## src/rtl/mem_port_arbiter.sv

```systemverilog
// rtl/mem_port_arbiter.sv - round-robin arbiter for the shared data-memory port (fetch vs load/store)
module mem_port_arbiter #(
    parameter int TIMEOUT = 64
) (
    input  logic        clk,
    input  logic        rst_n,
    input  logic        if_req,
    input  logic [31:0] if_addr,
    output logic        if_busy,
    output logic        if_ack,
    output logic [31:0] if_rdata,
    input  logic        ls_req,
    input  logic        ls_we,
    input  logic [31:0] ls_addr,
    input  logic [31:0] ls_wdata,
    output logic        ls_busy,
    output logic        ls_ack,
    output logic [31:0] ls_rdata,
    output logic        m_req,
    output logic        m_we,
    output logic [31:0] m_addr,
    output logic [31:0] m_wdata,
    input  logic        m_ack,
    input  logic [31:0] m_rdata,
    output logic        err,
    output logic        ovf
);

    localparam int CW = $clog2(TIMEOUT);
    localparam logic [CW-1:0] CNT_LAST = CW'(TIMEOUT - 1);

    typedef enum logic {IDLE, BUSY} state_t;

    state_t      r_state;
    state_t      w_state_nxt;

    logic        r_if_v;
    logic [31:0] r_if_addr;
    logic        r_ls_v;
    logic        r_ls_we;
    logic [31:0] r_ls_addr;
    logic [31:0] r_ls_wdata;

    logic        r_owner_ls;
    logic        r_last_ls;
    logic [CW-1:0] r_cnt;

    logic        r_m_req;
    logic        r_m_we;
    logic [31:0] r_m_addr;
    logic [31:0] r_m_wdata;
    logic        r_if_ack;
    logic [31:0] r_if_rdata;
    logic        r_ls_ack;
    logic [31:0] r_ls_rdata;
    logic        r_err;
    logic        r_ovf;

    logic        w_grant;
    logic        w_grant_ls;
    logic        w_done;
    logic        w_timeout;
    logic        w_clr_if;
    logic        w_clr_ls;

    // State register; reset abandons any in-flight transaction without an ack.
    always_ff @(posedge clk or posedge rst_n) begin
        if (rst_n) begin
            r_state <= IDLE;
        end else begin
            r_state <= w_state_nxt;
        end
    end

    // Next state plus grant/completion decode. A contested grant goes to the side not served last.
    always_comb begin
        w_state_nxt = r_state;
        w_grant     = 1'b0;
        w_grant_ls  = 1'b0;
        w_done      = 1'b0;
        w_timeout   = 1'b0;
        case (r_state)
            IDLE: begin
                if (r_if_v || r_ls_v) begin
                    w_grant     = 1'b1;
                    w_grant_ls  = r_ls_v && (!r_if_v || !r_last_ls);
                    w_state_nxt = BUSY;
                end
            end
            BUSY: begin
                if (m_ack) begin
                    w_done      = 1'b1;
                    w_state_nxt = IDLE;
                end else if (r_cnt == CNT_LAST) begin
                    w_done      = 1'b1;
                    w_timeout   = 1'b1;
                    w_state_nxt = IDLE;
                end
            end
            default: w_state_nxt = IDLE;
        endcase
    end

    assign w_clr_if = w_done && !r_owner_ls;
    assign w_clr_ls = w_done && r_owner_ls;

    // One-deep request slots; a pulse into an occupied slot (even one clearing this edge) is dropped and flagged.
    always_ff @(posedge clk or posedge rst_n) begin
        if (rst_n) begin
            r_if_v     <= 1'b0;
            r_if_addr  <= 32'd0;
            r_ls_v     <= 1'b0;
            r_ls_we    <= 1'b0;
            r_ls_addr  <= 32'd0;
            r_ls_wdata <= 32'd0;
            r_ovf      <= 1'b0;
        end else begin
            if (if_req && !r_if_v) begin
                r_if_v    <= 1'b1;
                r_if_addr <= if_addr;
            end else if (w_clr_if) begin
                r_if_v <= 1'b0;
            end
            if (ls_req && !r_ls_v) begin
                r_ls_v     <= 1'b1;
                r_ls_we    <= ls_we;
                r_ls_addr  <= ls_addr;
                r_ls_wdata <= ls_wdata;
            end else if (w_clr_ls) begin
                r_ls_v <= 1'b0;
            end
            if ((if_req && r_if_v) || (ls_req && r_ls_v)) begin
                r_ovf <= 1'b1;
            end
        end
    end

    // Memory-side handshake; address/data/we stay put after m_req drops until the next grant.
    always_ff @(posedge clk or posedge rst_n) begin
        if (rst_n) begin
            r_m_req    <= 1'b0;
            r_m_we     <= 1'b0;
            r_m_addr   <= 32'd0;
            r_m_wdata  <= 32'd0;
            r_owner_ls <= 1'b0;
            r_last_ls  <= 1'b0;
            r_cnt      <= '0;
        end else begin
            if (w_grant) begin
                r_m_req    <= 1'b1;
                r_m_we     <= w_grant_ls ? r_ls_we : 1'b0;
                r_m_addr   <= w_grant_ls ? r_ls_addr : r_if_addr;
                r_m_wdata  <= w_grant_ls ? r_ls_wdata : 32'd0;
                r_owner_ls <= w_grant_ls;
                r_last_ls  <= w_grant_ls;
                r_cnt      <= '0;
            end else if (w_done) begin
                r_m_req <= 1'b0;
            end else if (r_state == BUSY) begin
                r_cnt <= r_cnt + 1'b1;
            end
        end
    end

    // Completion pulses: one cycle of ack/err/rdata to the owner; stores and aborts return zero data.
    always_ff @(posedge clk or posedge rst_n) begin
        if (rst_n) begin
            r_if_ack   <= 1'b0;
            r_if_rdata <= 32'd0;
            r_ls_ack   <= 1'b0;
            r_ls_rdata <= 32'd0;
            r_err      <= 1'b0;
        end else begin
            r_if_ack   <= w_clr_if;
            r_ls_ack   <= w_clr_ls;
            r_err      <= w_timeout;
            r_if_rdata <= (w_clr_if && !w_timeout) ? m_rdata : 32'd0;
            r_ls_rdata <= (w_clr_ls && !w_timeout && !r_m_we) ? m_rdata : 32'd0;
        end
    end

    assign if_busy  = r_if_v;
    assign if_ack   = r_if_ack;
    assign if_rdata = r_if_rdata;
    assign ls_busy  = r_ls_v;
    assign ls_ack   = r_ls_ack;
    assign ls_rdata = r_ls_rdata;
    assign m_req    = r_m_req;
    assign m_we     = r_m_we;
    assign m_addr   = r_m_addr;
    assign m_wdata  = r_m_wdata;
    assign err      = r_err;
    assign ovf      = r_ovf;

endmodule

```

## config.mk

```make
export PLATFORM = sky130hd
export DESIGN_NAME = mem_port_arbiter
export DESIGN_NICKNAME = d
export VERILOG_FILES = /design/src/rtl/mem_port_arbiter.sv
export SDC_FILE = /design/constraint.sdc
export NUM_CORES = 1
export LEC_CHECK = 0
export ABC_AREA = 1
export BUFFER_PORTS_ARGS = -buffer_cell sky130_fd_sc_hd__clkbuf_2
export CORE_MARGIN = 8
export CORE_UTILIZATION = 55
export DETAILED_ROUTE_END_ITERATION = 12
export HOLD_SLACK_MARGIN = 0.05
export PLACE_DENSITY_LB_ADDON = 0.25
export SLEW_MARGIN = 25
export SYNTH_ARGS = -nofsm -noshare
export SYNTH_HDL_FRONTEND = slang
export SYNTH_SLANG_ARGS = --single-unit
```

## constraint.sdc

```tcl
create_clock -name clk -period 16 [get_ports clk]
set_clock_uncertainty 0.1 [all_clocks]
set_input_delay 0.8 -clock clk [delete_from_list [all_inputs] [get_ports clk]]
set_output_delay 0.8 -clock clk [all_outputs]
set_load 0.01 [all_outputs]
```

# After elaboration in Yosys (flattened, before gate mapping)

Index checks and enable logic that the tools add are counted.

Add/subtract/negate cells: 1
Multipliers: 0
Divide/modulo/power cells: 0
Magnitude comparators: 0
Eq/ne operators: 2
Shift-type cells: 0
Mux-type cells: 26
Bitwise logic cells: 1
Reductions and logical operators: 23

Operator list:

| operator              | number |
|---|---|
| $mux W32              | 4 |
| $mux W1               | 18 |
| $mux W6               | 3 |
| $logic_and A1 B1 Y1   | 10 |
| $reduce_bool A2 Y1    | 4 |
| $add A6 B1 Y6 const B | 1 |
| $eq A6 B6 Y1 const B  | 1 |
| $logic_not A1 Y1      | 5 |
| $logic_or A1 B1 Y1    | 3 |
| $ne A2 B2 Y1 const B  | 1 |
| $pmux W1 S2           | 1 |
| $reduce_and A2 Y1     | 1 |
| $not A1 Y1            | 1 |

Register bits: 241
Bits in latches: 0
Bits in writable memories: 0
Bits in read-only memories: 0
Input port bits: 134
Output and inout port bits: 136
Logic and storage cells: 72
Memories: 0

# Longest topological paths before layout

Word-level depth: 8
Gate-level depth with buffers: 7
Depth with buffers taken out: 7

# Worst setup path before layout

Ideal clock, no wire load.

Path kind: input to register
From: in ls_req
To: reg r_ls_addr[10]
Library setup time: 0.125 ns
Arrival: 1.511 ns
Setup slack: 14.265 ns
Cell stages on the path: 4
Buffers on the path: 2
Path through: nand2_1 buf_4 buf_6 mux2_2

Word-level cells in the longest chain between the ends: 1

RTL lines:

| item                 | line | source |
|---|---|---|
| from (decl)          | 12   | `input logic ls_req,` |
| $logic_and A1 B1 Y1  | 124  | `if (ls_req && !r_ls_v) begin` |
| to (signal assigned) | 127  | `r_ls_addr <= ls_addr;` |
| to (decl)            | 41   | `logic [31:0] r_ls_addr;` |

No other way between the ends.
A chain may end at the register's enable or synchronous reset.

==> flow_metrics.env <==
export IMPL_cp_start_kind="input pin"
export IMPL_syn_nets=900
export IMPL_avgSynthCellArea_um2=11.6
export IMPL_yosysMostFrequentCell="dfrtp_1"
export IMPL_timing_setup_critical_path_class="in -> async"
export IMPL_grt_pass1_vias=6788
export IMPL_pwr_density_cell_mw_per_mm2=198
export IMPL_grt_pass1_wl_um=34500
export IMPL_syn_cell_area_mm2=0.00891
export IMPL_syn_inst=765
export IMPL_pre_cts_ws_ns=12.52
export IMPL_critPathCaptureType="async pin"
export IMPL_fin_crit_sh=0.140
export IMPL_fmax_ghz=0.446
export IMPL_drt_pre_antenna_iters=4
export IMPL_numCtsBuffers=23
export IMPL_rsz0062_at_grt="no"
export IMPL_final_max_slew_violation_count=0
export IMPL_wl_per_cell_um=17.4
export IMPL_first_iter_violations=279
export IMPL_cts_clk_slew_worst_paths_ns=0.06
export IMPL_required_ns=16.46
export IMPL_dp_final_hpwl_um=14700
export IMPL_wl_met3_um=1910
export IMPL_htree_num_levels=1
export IMPL_worstPathCellList="clkbuf_2, inv_8, buf_6, buf_6"
export IMPL_synthTopCellsByArea="dfrtp_1 68%, mux2_2 9.9%, nor2_1 4.9%"
export IMPL_critPathSlowestCell="buf_6"
export IMPL_p_leak_nw=5.95
export IMPL_dieArea_mm2=0.0205
export IMPL_antenna_found_initial=0
export IMPL_async_reset_ff_frac=1.00
export IMPL_hold_viol_final=0
export IMPL_synth_cell_types=26
export IMPL_ioPinCount=270
export IMPL_clock_latency_ns=0.51
export IMPL_synth_flop_cell="dfrtp_1"
export IMPL_worst_pin_slew_ns=0.795
export IMPL_min_path_type="in -> async"
export IMPL_setup_tns_ns=0
export IMPL_synth_top_area_share=0.677
export IMPL_status="finished clean"
export IMPL_drive_above_1_share=0.384
export IMPL_path_buf_inv=4
export IMPL_cts_setup_buffers=0
export IMPL_cts_hold_buf=0
export IMPL_slowest_delay_ns=0.65
export IMPL_overflow=0
export IMPL_setup_viol=0
export IMPL_rows=46
export IMPL_grt_usage=0.213
export IMPL_grt_max_degree=86
export IMPL_port_buffers=269
export IMPL_cts_resized=0
export IMPL_wirelength_um=21900
export IMPL_tritoncts="built"
export IMPL_peakVddDrop_v=0.000136
export IMPL_wl_met1_um=8830
export IMPL_drv_cap=0
export IMPL_coreArea_mm2=0.0159
export IMPL_syn2layout_area_growth_pct=25.9
export IMPL_yosysSeqAreaShare=0.677
export IMPL_finalNetCount=1162
export IMPL_finalWeightedCongestion=0.788
export IMPL_crit_fanout=85
export IMPL_post_route_drc_count=0
export IMPL_crit_family="buffers and inverters"
export IMPL_worst_slack_ns=13.76
export IMPL_vias=6365
export IMPL_start_util=0.561
export IMPL_dieWidth_um=143
export IMPL_ys_ff_latch=241
export IMPL_die_h_um=143
export IMPL_cts_path_max_buffers=3
export IMPL_period_minus_slack_ns=2.24
export IMPL_root_buffer="clkbuf_16"
export IMPL_highest_layer="met4"
export IMPL_finalPower_mw=2.22
export IMPL_yosys_warnings=0
export IMPL_diodes=0
export IMPL_critPathArrivalTime_ns=2.70
export IMPL_cpMostUsedCell="buf_6"
export IMPL_synth_common_cells="241 x dfrtp_1, 117 x nor2_1, 82 x nand2_1"
export IMPL_relSlewSlack=0.470
export IMPL_clock_sinks=241
export IMPL_ant_nets=0
export IMPL_wl_met2_um=10600
export IMPL_fillers=1227
export IMPL_yosysTopAreaCell="dfrtp_1"
export IMPL_viasPerCell=5.06
export IMPL_synth_edff_count=0
==> logic make-up (layout without fill, tap and decap cells) <==
group,count (synthesis),after routing,synth area share
DFF,241,241,0.677
and+or+nand+nor,217,217,0.0955
AOI/OAI and AO/OA,123,123,0.0759
buffers and inverters,105,383,0.0514
muxes,78,78,0.0986
adders and majority gates,1,1,0.00140
==> layer usage <==
metal	GRT usage	up-vias
li1	-	2990
met1	0.265	3075
met2	0.363	259
met3	0.0427	41
met4	0.0769	0
met5	0	-
==> final cells by class <==
cell class | count | area, µm² | area share
timing repair buffer | 276 | 1410 | 0.125
clock buffer | 34 | 687 | 0.0613
sequential | 241 | 6030 | 0.538
multi-input combinational | 419 | 2450 | 0.218
inverter | 66 | 255 | 0.0228
clock inverter | 7 | 114 | 0.0102
tap | 216 | 270 | 0.0241
==> layout by cell type (no fill, tap or decap) <==
cell	n
a221o_1	1
clkbuf_2	269
clkinv_2	3
nand2_8	1
clkbuf_8	7
nand4_1	6
clkinv_1	1
nand2_2	1
a22o_1	13
nor3_1	1
mux2_2	78
inv_2	1
o21ai_4	1
o21ai_1	29
o21bai_1	1
clkbuf_16	23
clkbuf_1	4
nor2_1	117
buf_4	5
or2_2	1
inv_1	63
ha_1	1
buf_6	2
inv_6	1
bufinv_16	3
nand2_1	81
nor2_4	1
inv_8	1
a21oi_1	19
o21ai_0	59
dfrtp_1	241
nand3_1	6
nor2_2	2
==> per-stage QoR <==
step	cell area [µm²]	hold WS, ns	instances	util
2_1_floorplan	8910	0.348	765	-
3_3_place_gp	10400	0.361	1218	0.654
3_5_place_dp	10400	0.370	1218	0.654
4_1_cts	11200	0.278	1259	0.705
5_1_grt	11200	0.318	1259	0.706
6_report	11200	0.253	1259	0.706
==> report_power, final <==
part | internal [mW] | switching [mW] | leakage [nW] | total, mW
clock network | 0.345 | 0.224 | 0.397 | 0.570
registers | 0.844 | 0.126 | 3.01 | 0.971
logic | 0.281 | 0.395 | 2.55 | 0.676
==> worst register-to-register path, delay by kind of cell, from the launching register on <==
family	cells	cell delay [ns]
AOI/OAI and AO/OA	1	0.18
buffers and inverters	1	0.51
DFF	1	0.46
and+or+nand+nor	4	0.84
==> flip-flops by register name (all words and copies together), names as in the netlist <==
signal and cells:
err 1, if_ack 1, if_busy 1, if_rdata 32
ls_ack 1, ls_busy 1, ls_rdata 32, m_addr 32
m_req 1, m_wdata 32, m_we 1, ovf 1
r_cnt 6, r_if_addr 32, r_last_ls 1, r_ls_addr 32
r_ls_wdata 32, r_ls_we 1, r_state 1
==> path summary, 6_finish.rpt <==
check                                    start     endpoint  slack [ns]  depth (start not counted)
worst min-delay path                     rst_n  ls_rdata[1]        0.25                          2
worst max register to register         if_busy   m_addr[28]       13.83                          6
worst min register to register  r_ls_wdata[31]  m_wdata[31]        0.38                          1
worst max-delay path                     rst_n    m_addr[8]       13.76                          4
max in group clk                       if_busy   m_addr[28]       13.83                          6
min in group clk                r_ls_wdata[31]  m_wdata[31]        0.38                          1
No activity file was read; power rests on OpenSTA's default activity.
